**config.mk**
```make
export PLATFORM = sky130hd
export DESIGN_NAME = rom_load_sequencer
export DESIGN_NICKNAME = d
export VERILOG_FILES = /design/src/rtl/rom_load_pkg.sv /design/src/rtl/rom_load_fifo.sv /design/src/rtl/rom_load_sequencer.sv
export SDC_FILE = /design/constraint.sdc
export NUM_CORES = 1
export LEC_CHECK = 0
export BUFFER_PORTS_ARGS = -buffer_cell sky130_fd_sc_hd__buf_2
export CORE_MARGIN = 3
export CORE_UTILIZATION = 40
export CTS_CLUSTER_DIAMETER = 60
export CTS_CLUSTER_SIZE = 40
export DETAILED_ROUTE_END_ITERATION = 6
export PLACE_DENSITY = 0.6
export SLEW_MARGIN = 0
export SYNTH_ARGS = -nofsm -noshare
export SYNTH_HDL_FRONTEND = slang
export SYNTH_SLANG_ARGS = --single-unit
```
**constraint.sdc**
```tcl
create_clock -name clk_sys -period 2.7 [get_ports clk_sys]
set_input_delay 0.135 -clock clk_sys [delete_from_list [all_inputs] [get_ports clk_sys]]
set_output_delay 0.135 -clock clk_sys [all_outputs]
set_load 0.05 [all_outputs]
```
**src/rtl/rom_load_pkg.sv**
```systemverilog
// Shared types for the ROM download sequencer: FSM states and FIFO entry layout.
package rom_load_pkg;

  localparam int AW_P          = 25;
  localparam int RAW_P         = 16;
  localparam int NREG_P        = 4;
  localparam int FIFO_DEPTH_P  = 4;
  localparam int POST_CYCLES_P = 256;

  typedef enum logic [2:0] {
    IDLE,
    LOAD,
    DRAIN,
    HOLD,
    RUN
  } state_e;

  // region is stored already decoded (one-hot) so the pop side drives mem_sel directly
  typedef struct packed {
    logic [NREG_P-1:0] region;
    logic [RAW_P-1:0]  addr;
    logic [7:0]        data;
  } fifo_entry_t;

endpackage

```
**src/rtl/rom_load_fifo.sv**
```systemverilog
// Small synchronous FIFO for download bytes; a pop frees the slot a same-cycle push may use.
module rom_load_fifo
  import rom_load_pkg::*;
#(
  parameter int DEPTH = 4
) (
  input  logic        clk_i,
  input  logic        rst_ni,
  input  logic        push_i,
  input  logic        pop_i,
  input  fifo_entry_t din_i,
  output fifo_entry_t dout_o,
  output logic        full_o,
  output logic        empty_o
);

  localparam int PW = $clog2(DEPTH);

  fifo_entry_t      mem_q [DEPTH];
  logic [PW:0]      wptr_q, rptr_q;
  logic             do_push, do_pop;

  assign empty_o = (wptr_q == rptr_q);
  assign full_o  = (wptr_q[PW] != rptr_q[PW]) && (wptr_q[PW-1:0] == rptr_q[PW-1:0]);
  assign do_pop  = pop_i && !empty_o;
  assign do_push = push_i && (!full_o || do_pop);
  assign dout_o  = mem_q[rptr_q[PW-1:0]];

  // pointer update; extra MSB distinguishes full from empty
  always_ff @(posedge clk_i or negedge rst_ni) begin
    if (!rst_ni) begin
      wptr_q <= '0;
      rptr_q <= '0;
    end else begin
      if (do_push) wptr_q <= wptr_q + 1'b1;
      if (do_pop)  rptr_q <= rptr_q + 1'b1;
    end
  end

  // storage needs no reset: pointers define what is valid
  always_ff @(posedge clk_i) begin
    if (do_push) mem_q[wptr_q[PW-1:0]] <= din_i;
  end

endmodule

```
**src/rtl/rom_load_sequencer.sv**
```systemverilog
// ROM download sequencer: buffers ioctl bytes into the shared ROM port, arbitrates
// core reads against pending writes, and holds the core in reset until the image is settled.
module rom_load_sequencer
  import rom_load_pkg::*;
#(
  parameter int AW          = AW_P,
  parameter int RAW         = RAW_P,
  parameter int NREG        = NREG_P,
  parameter int FIFO_DEPTH  = FIFO_DEPTH_P,
  parameter int POST_CYCLES = POST_CYCLES_P
) (
  input  logic            clk_sys,
  input  logic            reset_n,
  input  logic            dl_active,
  input  logic            dl_wr,
  input  logic [AW-1:0]   dl_addr,
  input  logic [7:0]      dl_data,
  input  logic            rd_req,
  input  logic [RAW-1:0]  rd_addr,
  input  logic [NREG-1:0] rd_region,
  output logic            rd_ack,
  output logic            rd_valid,
  output logic [7:0]      rd_data,
  output logic [NREG-1:0] mem_sel,
  output logic            mem_we,
  output logic [RAW-1:0]  mem_addr,
  output logic [7:0]      mem_din,
  input  logic [7:0]      mem_dout,
  output logic            core_rst,
  output logic            load_done,
  output logic            ovf_err
);

  localparam int            RW     = AW - RAW;
  localparam int            CW     = (POST_CYCLES > 0) ? $clog2(POST_CYCLES + 1) : 1;
  localparam logic [CW-1:0] TERM   = CW'((POST_CYCLES > 0) ? POST_CYCLES - 1 : 0);
  localparam logic [RW-1:0] NREG_W = RW'(NREG);

  state_e          state_q;
  logic [CW-1:0]   cnt_q;
  logic            core_rst_q, load_done_q, ovf_q;
  logic            we_q, rd_s1_q, rdv_q;
  logic [NREG-1:0] sel_q;
  logic [RAW-1:0]  addr_q;
  logic [7:0]      din_q;

  logic            push, pop, grant, fifo_full, fifo_empty;
  logic [RW-1:0]   dl_reg;
  fifo_entry_t     push_entry, fifo_dout;

  assign dl_reg = dl_addr[AW-1:RAW];
  assign push   = (state_q == LOAD) && dl_wr && (dl_reg < NREG_W);

  // Incoming bytes get the FIFO first; draining happens in gaps between bytes, or when
  // full to make room. Pops are spaced by the write they feed, one write per two cycles.
  assign pop    = !fifo_empty && !we_q && (!push || fifo_full);
  assign grant  = (state_q == RUN) && fifo_empty && rd_req;

  always_comb begin
    push_entry        = '0;
    push_entry.region = NREG'(1) << dl_reg;
    push_entry.addr   = dl_addr[RAW-1:0];
    push_entry.data   = dl_data;
  end

  rom_load_fifo #(.DEPTH(FIFO_DEPTH)) u_fifo (
    .clk_i   (clk_sys),
    .rst_ni  (reset_n),
    .push_i  (push),
    .pop_i   (pop),
    .din_i   (push_entry),
    .dout_o  (fifo_dout),
    .full_o  (fifo_full),
    .empty_o (fifo_empty)
  );

  // load FSM with settle counter, core reset/done and sticky overflow flag
  always_ff @(posedge clk_sys or negedge reset_n) begin
    if (!reset_n) begin
      state_q     <= IDLE;
      cnt_q       <= '0;
      core_rst_q  <= 1'b1;
      load_done_q <= 1'b0;
      ovf_q       <= 1'b0;
    end else begin
      case (state_q)
        IDLE:  if (dl_active) begin
                 state_q <= LOAD;
                 ovf_q   <= 1'b0;
               end
        LOAD:  if (!dl_active) state_q <= DRAIN;
        // an empty FIFO means nothing is popped; the last registered write lands on this edge
        DRAIN: if (fifo_empty) begin
                 state_q <= HOLD;
                 cnt_q   <= '0;
               end
        HOLD:  if (cnt_q == TERM) begin
                 state_q     <= RUN;
                 core_rst_q  <= 1'b0;
                 load_done_q <= 1'b1;
               end else begin
                 cnt_q <= cnt_q + 1'b1;
               end
        RUN:   if (dl_active) begin
                 state_q     <= LOAD;
                 core_rst_q  <= 1'b1;
                 load_done_q <= 1'b0;
                 ovf_q       <= 1'b0;
               end
        default: state_q <= IDLE;
      endcase
      if (push && fifo_full && !pop) ovf_q <= 1'b1;
    end
  end

  // ROM port: FIFO write wins, otherwise a granted read; idle cycles deselect all regions
  always_ff @(posedge clk_sys or negedge reset_n) begin
    if (!reset_n) begin
      sel_q   <= '0;
      we_q    <= 1'b0;
      addr_q  <= '0;
      din_q   <= '0;
      rd_s1_q <= 1'b0;
      rdv_q   <= 1'b0;
    end else begin
      sel_q   <= '0;
      we_q    <= 1'b0;
      rd_s1_q <= grant;
      rdv_q   <= rd_s1_q;
      if (pop) begin
        we_q   <= 1'b1;
        sel_q  <= fifo_dout.region;
        addr_q <= fifo_dout.addr;
        din_q  <= fifo_dout.data;
      end else if (grant) begin
        sel_q  <= rd_region;
        addr_q <= rd_addr;
      end
    end
  end

  assign rd_ack    = grant;
  assign rd_valid  = rdv_q;
  assign rd_data   = mem_dout;
  assign mem_sel   = sel_q;
  assign mem_we    = we_q;
  assign mem_addr  = addr_q;
  assign mem_din   = din_q;
  assign core_rst  = core_rst_q;
  assign load_done = load_done_q;
  assign ovf_err   = ovf_q;

endmodule

```
# [After elaboration in Yosys (flattened, before gate mapping)]
# Memory sizes are Yosys's and may differ from the RTL's.
# Index checks and enable logic that the tools add are counted.
[classes] shifts=1 order_cmp=1 mux=23 eq_ne=14 n_reduce_logical=29 addsub=3
[op_table] op="16-bit two-way mux" n=2
[op_table] op="9-bit two-way mux" n=2
[op_table] op="9-bit case mux with 2 select lines" n=1
[op_table] op="3-bit two-way mux" n=4
[op_table] op="3-bit case mux with 4 select lines" n=1
[op_table] op="1-bit logical AND" n=11
[op_table] op="2-bit != test (second input constant)" n=5
[op_table] op="2-bit nonzero test" n=5
[op_table] op="9-bit by 1-bit adder with 9-bit output (second input constant)" n=1
[op_table] op="9-bit by 8-bit equality test with 1-bit output (second input constant)" n=1
[op_table] op="9-bit by 3-bit < comparator with 1-bit output (second input constant)" n=1
[op_table] op="1-bit two-way mux" n=9
[op_table] op="1-bit by 9-bit left shift with 4-bit output (first input constant)" n=1
[op_table] op="4-bit two-way mux" n=2
[op_table] op="3-bit by 1-bit adder with 3-bit output (second input constant)" n=2
[op_table] op="3-bit by 2-bit equality test with 1-bit output (second input constant)" n=2
[op_table] op="3-bit AND reduction" n=2
[op_table] op="1-bit zero test" n=5
[op_table] op="1-bit case mux with 2 select lines" n=2
[op_table] op="4-bit AND reduction" n=1
[op_table] op="3-bit by 1-bit equality test with 1-bit output (second input constant)" n=1
[op_table] op="3-bit equality test" n=1
[op_table] op="3-bit equality test (second input constant)" n=1
[op_table] op="3-bit zero test" n=1
[op_table] op="6 further kinds" n=7
[word_totals] in_bits=66 mem_bits_rw=112 mem_count=1 wordCells=85 out_inout_bits=42 reg_bits=52
[memory_table] name="u_fifo.mem_q" depth=4 word_bits=28 rd=1 rd_ports_with_merged_regs=0 wr=1 line_no="rom_load_fifo.sv:19" text="fifo_entry_t mem_q [DEPTH];"

# [Logic depth before layout (Yosys ltp)]
# Gate-level depths: netlist (run 1).
[depth] ltp_word=11 depth_mapped=8 ltp_nobuf=8

# [Modules after synthesis]
# A second synthesis (run 1) with hierarchy kept.
[unflattened] hier_cells=376 hier_area_um2=6608.8
[by_module_without_submodules] module="rom_load_fifo" area_each_um2=4474.3 cells_per_inst=193 instances=1 seq_area_each_um2=3513.4
[by_module_without_submodules] module="rom_load_sequencer" area_each_um2=2134.5 cells_per_inst=183 instances=1 seq_area_each_um2=1152.4

# [Worst setup path after synthesis (run 1)]
# OpenSTA, ideal clock, no wires.
[synth_timing] path_type="reg-to-reg" from="register state_q[2]" to="memory u_fifo.mem_q[3][0] (netlist name), enable pin" setup_ps=389 required_time_ps=2311 n_path_buf=1 arrival_ps=1789 stages_incl_launch_ff=5 synth_period_minus_slack_ps=2179 path_slack_ps=521 cell_sequence="dfrtp_1 > buf_6 > and4bb_2 > and3_1 > and3_1"
[synth_via] elab_chain_len=11
[synth_rtl] item="start, declared" line_no="rom_load_sequencer.sv:39" text="state_e state_q;"
[synth_rtl] item="start signal, assigned" line_no="rom_load_sequencer.sv:80" text="state_q <= IDLE;"
[synth_rtl] item="start signal, assigned" line_no="rom_load_sequencer.sv:88" text="state_q <= LOAD;"
[synth_rtl] item="start signal, assigned" line_no="rom_load_sequencer.sv:91" text="LOAD: if (!dl_active) state_q <= DRAIN;"
[synth_rtl] item="3-bit by 1-bit equality test with 1-bit output (*)" line_no="rom_load_sequencer.sv:52" text="assign push = (state_q == LOAD) && dl_wr && (dl_reg < NREG_W);"
[synth_rtl] item="1-bit logical AND (*) (2 in series)" line_no="rom_load_sequencer.sv:52"
[synth_rtl] item="1-bit zero test" line_no="rom_load_sequencer.sv:56" text="assign pop = !fifo_empty && !we_q && (!push || fifo_full);"
[synth_rtl] item="1-bit logical OR" line_no="rom_load_sequencer.sv:56"
[synth_rtl] item="1-bit logical AND" line_no="rom_load_sequencer.sv:56"
[synth_rtl] item="1-bit logical AND" line_no="rom_load_fifo.sv:25" text="assign do_pop = pop_i && !empty_o;"
[synth_rtl] item="1-bit logical OR" line_no="rom_load_fifo.sv:26" text="assign do_push = push_i && (!full_o || do_pop);"
[synth_rtl] item="1-bit logical AND (*)" line_no="rom_load_fifo.sv:26"
[synth_rtl] item="1-bit two-way mux (*)" line_no="rom_load_fifo.sv:42" text="if (do_push) mem_q[wptr_q[PW-1:0]] <= din_i;"
[synth_rtl] item="1-bit two-way mux (implied by the code) (*)" line_no="rom_load_fifo.sv:42"
[synth_rtl] item="end, declared" line_no="rom_load_fifo.sv:19"
# Mark *: on every way between the ends. The rest lies on a longest branch, timed or not.

# [Worst setup path after layout (run 1)]
[layout_timing] from="register u_fifo.rptr_q[1]" to="output port rd_ack"
[layout_via] elab_chain_len=3
[layout_rtl] item="start, declared" line_no="rom_load_fifo.sv:20" text="logic [PW:0] wptr_q, rptr_q;"
[layout_rtl] item="start signal, assigned" line_no="rom_load_fifo.sv:36" text="if (do_pop) rptr_q <= rptr_q + 1'b1;"
[layout_rtl] item="3-bit equality test" line_no="rom_load_fifo.sv:23" text="assign empty_o = (wptr_q == rptr_q);"
[layout_rtl] item="1-bit logical AND (2 in series)" line_no="rom_load_sequencer.sv:57" text="assign grant = (state_q == RUN) && fifo_empty && rd_req;"
[layout_rtl] item="end, declared" line_no="rom_load_sequencer.sv:21" text="output logic rd_ack,"
# No other way between the ends.

==> results of run 1 <==
## final cells by class
| class | count | area, um2 | area share [%] |
|---|---|---|---|
| Multi-Input combinational cell | 175 | 1900 | 23.0 |
| Sequential cell | 164 | 4670 | 56.3 |
| Timing Repair Buffer | 132 | 838 | 10.1 |
| Tap cell | 216 | 270 | 3.26 |
| Clock inverter | 10 | 118 | 1.42 |
| Inverter | 5 | 21.3 | 0.256 |
| Clock buffer | 22 | 474 | 5.72 |
## registers in the layout, indices dropped and copies added (netlist names)
signal and count:
cnt_q 9, core_rst 1, load_done 1, mem_addr 16
mem_din 8, mem_sel 4, mem_we 1, ovf_err 1
rd_s1_q 1, rd_valid 1, state_q 3, u_fifo.mem_q 112
u_fifo.rptr_q 3, u_fifo.wptr_q 3
## power by group
group          switching (mW)  internal [mW]
clock network           0.952           1.44
logic                    1.77           1.30
registers               0.215           3.01
total                    2.93           5.75
## logic make-up after synthesis
group | after synthesis | share of synthesized area (%)
flip-flops | 164 | 69.0
multiplexers | 70 | 17.1
AND/OR/NAND/NOR | 58 | 5.24
buffers and inverters | 28 | 2.92
AO/OA/AOI/OAI | 27 | 2.68
XOR/XNOR | 13 | 1.79
adder cells (fa/ha/maj) | 7 | 1.30
## layer usage
metal	track usage [%]	vias to the layer above	routed length (um)
met5	0	-	0
met4	4.31	0	118
met3	4.44	11	664
met2	24.2	86	6300
met1	19.2	1790	5720
li1	-	1692	-
## path summary, 6_finish.rpt
path,start,to,depth (start not counted)
min reg2reg,rd_s1_q,rd_valid,0
max in group asynchronous,reset_n,u_fifo.rptr_q[0],3
min in group asynchronous,reset_n,cnt_q[8],2
max reg2reg,u_fifo.rptr_q[1],mem_addr[3],5
min,rd_addr[14],mem_addr[14],3
max,u_fifo.rptr_q[1],rd_ack,4
## cells in the mapped netlist (7+ instances only)
cell	instances	area share, %
edfxtp_1	112	50
dfrtp_1	51	19
mux4_2	28	9.3
mux2_2	18	3.0
mux2_4	14	3.1
buf_4	11	1.2
nand2_1	11	0.61
nor2_1	11	0.61
mux2_1	9	1.5
ha_1	7	1.3
o21ai_0	7	0.52
## timing repair
action                                 in CTS  in global routing
hold buffers                               30                  0
resized for setup                           0                  0
endpoints found under the hold margin     118                  0
setup buffers                               0                  0
## worst max-delay path, delay by kind of cell, from the launching register on
kind | cells | cell delay [ns]
buf+inv | 2 | 0.55
simple gates | 1 | 0.55
flops | 1 | 0.40
xor+xnor | 1 | 0.37
## through the flow
stage	hold slack, ns	utilization (%)	power (mW)	cells
4_1_cts	0.0420	51.1	8.79	724
6_report	0.0610	51.1	8.69	724
3_5_place_dp	0.116	45.6	6.36	662
5_1_grt	0.0581	51.1	9.13	724
3_3_place_gp	0.119	45.6	6.33	662
2_1_floorplan	-0.161	-	5.72	367
==> out/metrics.yaml, run 1 <==
place_hpwl_um: 8160
clock_sinks: 164
max-cap-violations: 0
r2r_setup_slack_ns: 0.42
grt.total_usage_pct: 14.8
synth_fp_nets: 440
num_rows: 46
worst_slew_pin_slew_ns: 0.810
cts_buffers: 17
slew_violations: 0
slowest_delay_ns: 0.55
syn_avg_cell_area_um2: 18.4
clock_skew_ns: 0.0104
drive_above_1_share_pct: 40.4
dieArea_um2: 18500
rsz0062_at_grt: "false"
crit_chain: "buf_4 -> xnor2_1 -> and4_4 -> buf_2"
vias: 3579
antenna_left: 0
p_per_area_nw_per_um2: 1050
cts-root-buf: "clkbuf_16"
clockBufferDepth: 2
ys_warn_count: 0
finalWirelength_um: 12800
fin_crit_ns: 2.42
finalInstanceArea_um2: 8290
place_ws_ns: 0.411
path_class: "flop to output port"
htree_levels: 4
antenna_cells: 0
synth-seq-cells: 164
slowest_stage: "and4_4"
clock_latency_ns: 0.42
hold_viol: 0
grt_max_degree: 30
layout_commonest_cell: "edfxtp_1"
end_kind: "output port"
dpl-instance-area_um2: 7400
synth-seq-area-share_pct: 69.0
grt_pass1_vias: 3813
period_share_pct: 89.6
grt_pass1_wl_um: 20400
antenna_found_initial: 0
p_leak_nw: 3.18
drc: 0
synth_cell_types: 51
worst_slack_ns: 0.280
min_path_type: "input port to flop"
dr.pass1.iters: 4
critPathArrivalTime_ns: 2.29
portBuffers: 91
fillCellCount: 1368
io_pins: 108
setup_tns_ns: 0
start_kind: "flop"
core_area_um2: 16200
vdd_ir_drop_max_v: 0.000623
gp_congestion: 0.755
syn2layout_area_growth_pct: 22.6
overflow: 0
finalNetCount: 568
tritoncts: "built"
setup_violations: 0
crit_required_ns: 2.57
fp.dieH_um: 136
netlist_area_um2: 6760
relSlewSlack_pct: 46.0
path_max_fanout: 22
start_util_pct: 41.7
fmax_ghz: 0.413
die_w_um: 136
drt-wirelength-per-cell_um: 17.7
synth_ff_type: "edfxtp_1"
dr.first_iter.drc_count: 194
synth_edf_count: 112
final_cell_mix: "112 x edfxtp_1, 91 x buf_2, 50 x dfrtp_1"
clkTransAtPathRegs_ns: 0.06
synthArstFlopShare_pct: 31.7
status: "complete, no violations"
syn_inst: 367
vias_per_cell: 4.94
Power figures use the tool's default switching activity.
==> run 2: changes to the inputs <==
Settings changed: ABC_AREA from default to 1.
==> run 2 against run 1 <==
Non-clock buffer count rose by 3. Synthesized cell count is 80% higher. Fmax is 4.6% higher. Critical path type unchanged. Critical endpoint unchanged.
==> out/metrics.yaml, run 2 <==
syn2layout_area_growth_pct: 21.5
fmax_ghz: 0.432  # +4.6%
core_area_um2: 16900  # +4.3%
clock_skew_ns: 0.00974  # -0.000672 ns
cp_top_family: "buffers and inverters"
synth_edf_count: 112  # unchanged
final_cell_mix: "187 x nand2_1, 112 x edfxtp_1, 91 x buf_2"
ys_warn_count: 0  # unchanged
drive_above_1_share_pct: 21.6  # -19 points
netlist_top_cells_area: "edfxtp_1 48%, dfrtp_1 18%, nand2_1 9.9%, nand3_1 5.8%, o21ai_0 2.6%"
synth-seq-cells: 164  # unchanged
start_kind: "flop"
finalNetCount: 852  # +50%
fp.dieH_um: 139  # +2.1%
synthArstFlopShare_pct: 31.7  # unchanged
slowest_stage: "dfrtp_1"
hold_viol: 0  # unchanged
dr.first_iter.drc_count: 282  # +45%
vias: 4975  # +39%
p_per_area_nw_per_um2: 1040  # -0.68%
rsz0062_at_grt: "false"
max-cap-violations: 0  # unchanged
path_max_fanout: 18  # -18%
synth_top_area_share_pct: 47.6  # -2.1 points
clock_latency_ns: 0.43  # about the same
portBuffers: 91  # unchanged
synth_fp_nets: 733  # +67%
cpMostUsedCell: "nand2_2"
overflow: 0  # unchanged
crit_required_ns: 2.57  # about the same
grt_pass1_wl_um: 24800  # +22%
vdd_ir_drop_max_v: 0.000560  # -10%
r2r-start: "u_fifo.rptr_q[0]"
setup_tns_ns: 0  # unchanged
synth_ff_type: "edfxtp_1"
setup_violations: 0  # unchanged
cts_resized: 0  # unchanged
finalInstanceArea_um2: 8580  # +3.5%
dpl-instance-area_um2: 7690  # +3.9%
syn_inst: 660  # +80%
place_hpwl_um: 10000  # +23%
vias_per_cell: 4.92  # -0.55%
path_buf_inv: 3  # +1
clkTransAtPathRegs_ns: 0.07  # about the same
min_path_type: "input port to flop"
start_util_pct: 41.7  # about the same
synth_cell_types: 33  # -35%
critPathArrivalTime_ns: 2.18  # -0.11 ns
hp-start: "rd_addr[2]"
finalWirelength_um: 15300  # +20%
slew_violations: 0  # unchanged
worst_slack_ns: 0.386  # +0.107 ns
num_rows: 47  # +2.2%
period_share_pct: 85.7  # -3.9 points
gp_congestion: 0.810  # +7.3%
worstRegToRegCells: 11  # +6
relSlewSlack_pct: 60.5  # +14 points
worstHoldEndpoint: "mem_addr[2]"
clock_sinks: 164  # unchanged
worst_slew_pin_slew_ns: 0.592  # -0.217 ns
path_class: "flop to output port"
dieArea_um2: 19300  # +4.2%
cts_buffers: 17  # unchanged
clockBufferDepth: 2  # unchanged
grt_pass1_vias: 4825  # +27%
r2r_setup_slack_ns: 0.55  # +0.13 ns
drt-wirelength-per-cell_um: 15.1  # -14%
layout_commonest_cell: "nand2_1"
grt.total_usage_pct: 16.2  # +1.4 points
drc: 0  # unchanged
fin_crit_ns: 2.31  # -0.107 ns
yosysTopAreaCell: "edfxtp_1"
status: "complete, no violations"
p_leak_nw: 3.70  # +16%
slowest_delay_ns: 0.37  # -0.18 ns
grt_max_degree: 58  # +93%
antenna_found_initial: 0  # unchanged
tritoncts: "built"
crit_chain: "buf_4 -> nand2_1 -> nand2_2 -> nand2_2 -> nor2_4 -> nand3_4 -> inv_1 -> buf_2"
end_kind: "output port"
syn_avg_cell_area_um2: 10.7  # -42%
antenna_left: 0  # unchanged
post_synth_most_frequent_cells: "187 x nand2_1, 112 x edfxtp_1, 82 x nand3_1"
yosysMostFrequentCell: "nand2_1"
dr.pass1.iters: 5  # +1
largest_reg_flops: 112  # unchanged
antenna_cells: 0  # unchanged
synth-seq-area-share_pct: 66.1  # -2.9 points
htree_levels: 4  # unchanged
netlist_area_um2: 7060  # +4.4%
r2r-end: "mem_addr[3]"
die_w_um: 139  # +2.1%
io_pins: 108  # unchanged
place_ws_ns: 0.542  # +0.131 ns
cts-root-buf: "clkbuf_16"
min_delay_path_depth: 5  # +2
run 2: timing repair:
action / CTS / global route
hold endpoints to repair: 112 / 0
endpoints found under the setup margin: 0 / 0
buffers inserted: 0 / 0
hold buffers: 30 / 0
run 2: worst register-to-register path, stage by stage (launching register included):
cell      delay [ns]
dfrtp_1         0.37
buf_4           0.23
nand2_1         0.09
nand2_2         0.09
nand3_1         0.10
nand2_1         0.09
clkinv_2        0.20
nand2_4         0.30
buf_4           0.32
nand2_1         0.12
nand3_2         0.09
nand2_1         0.05
run 2: per-stage QoR:
| stage | std cells | hold slack [ns] | power [mW] | utilization [%] |
|---|---|---|---|---|
| floorplan | 660 | -0.161 | 5.86 | - |
| global placement | 950 | 0.0325 | 6.57 | 45.4 |
| detailed placement | 950 | 0.0298 | 6.64 | 45.4 |
| CTS | 1012 | 0.0181 | 9.00 | 50.7 |
| global route | 1012 | 0.0399 | 9.51 | 50.7 |
| finish | 1012 | 0.0346 | 8.93 | 50.7 |
run 2: final cells by class:
type	count	area, um2
fill	1486	8360
sequential	164	4670
multi-input combinational	407	1990
timing repair buffer	135	861
clock buffer	17	425
tap	220	275
inverter	54	204
clock inverter	15	163
run 2: worst max path at each step:
stage                     cells past startpoint              from                 end  slack (ns)
final                                         8  u_fifo.rptr_q[0]              rd_ack        0.39
after global routing                          8  u_fifo.rptr_q[0]              rd_ack        0.21
after CTS                                     8  u_fifo.rptr_q[0]              rd_ack        0.34
after detailed placement                     11  u_fifo.rptr_q[0]         mem_addr[3]        0.54
after global placement                       11  u_fifo.rptr_q[0]        mem_addr[14]        0.64
after floorplan                               3            mem_we  u_fifo.mem_q[3][0]        0.13
run 2: cells by family after synthesis:
family                     count (synthesis)  share of synthesized area [%]
AOI/OAI and AO/OA                         59                           4.50
xor gates and xnor gates                   3                          0.372
adders and majority gates                  7                           1.24
buffers and inverters                     89                           5.94
DFF                                      164                           66.1
and+or+nand+nor                          338                           21.9
run 2: power breakdown:
group / total, mW / switching [mW] / internal (mW)
registers: 3.18 / 0.196 / 2.99
clock network: 2.32 / 1.08 / 1.24
logic: 3.43 / 2.52 / 0.911
total: 8.93 / 3.79 / 5.13
run 2: layer usage:
metal	wire length (um)	up-vias	share of wire [%]	track usage, %
li1	-	2457	-	-
met3	825	13	5.4	4.34
met2	7340	123	48	25.9
met1	6980	2382	46	21.9
met5	0	-	0	0
met4	161	0	1.1	4.79
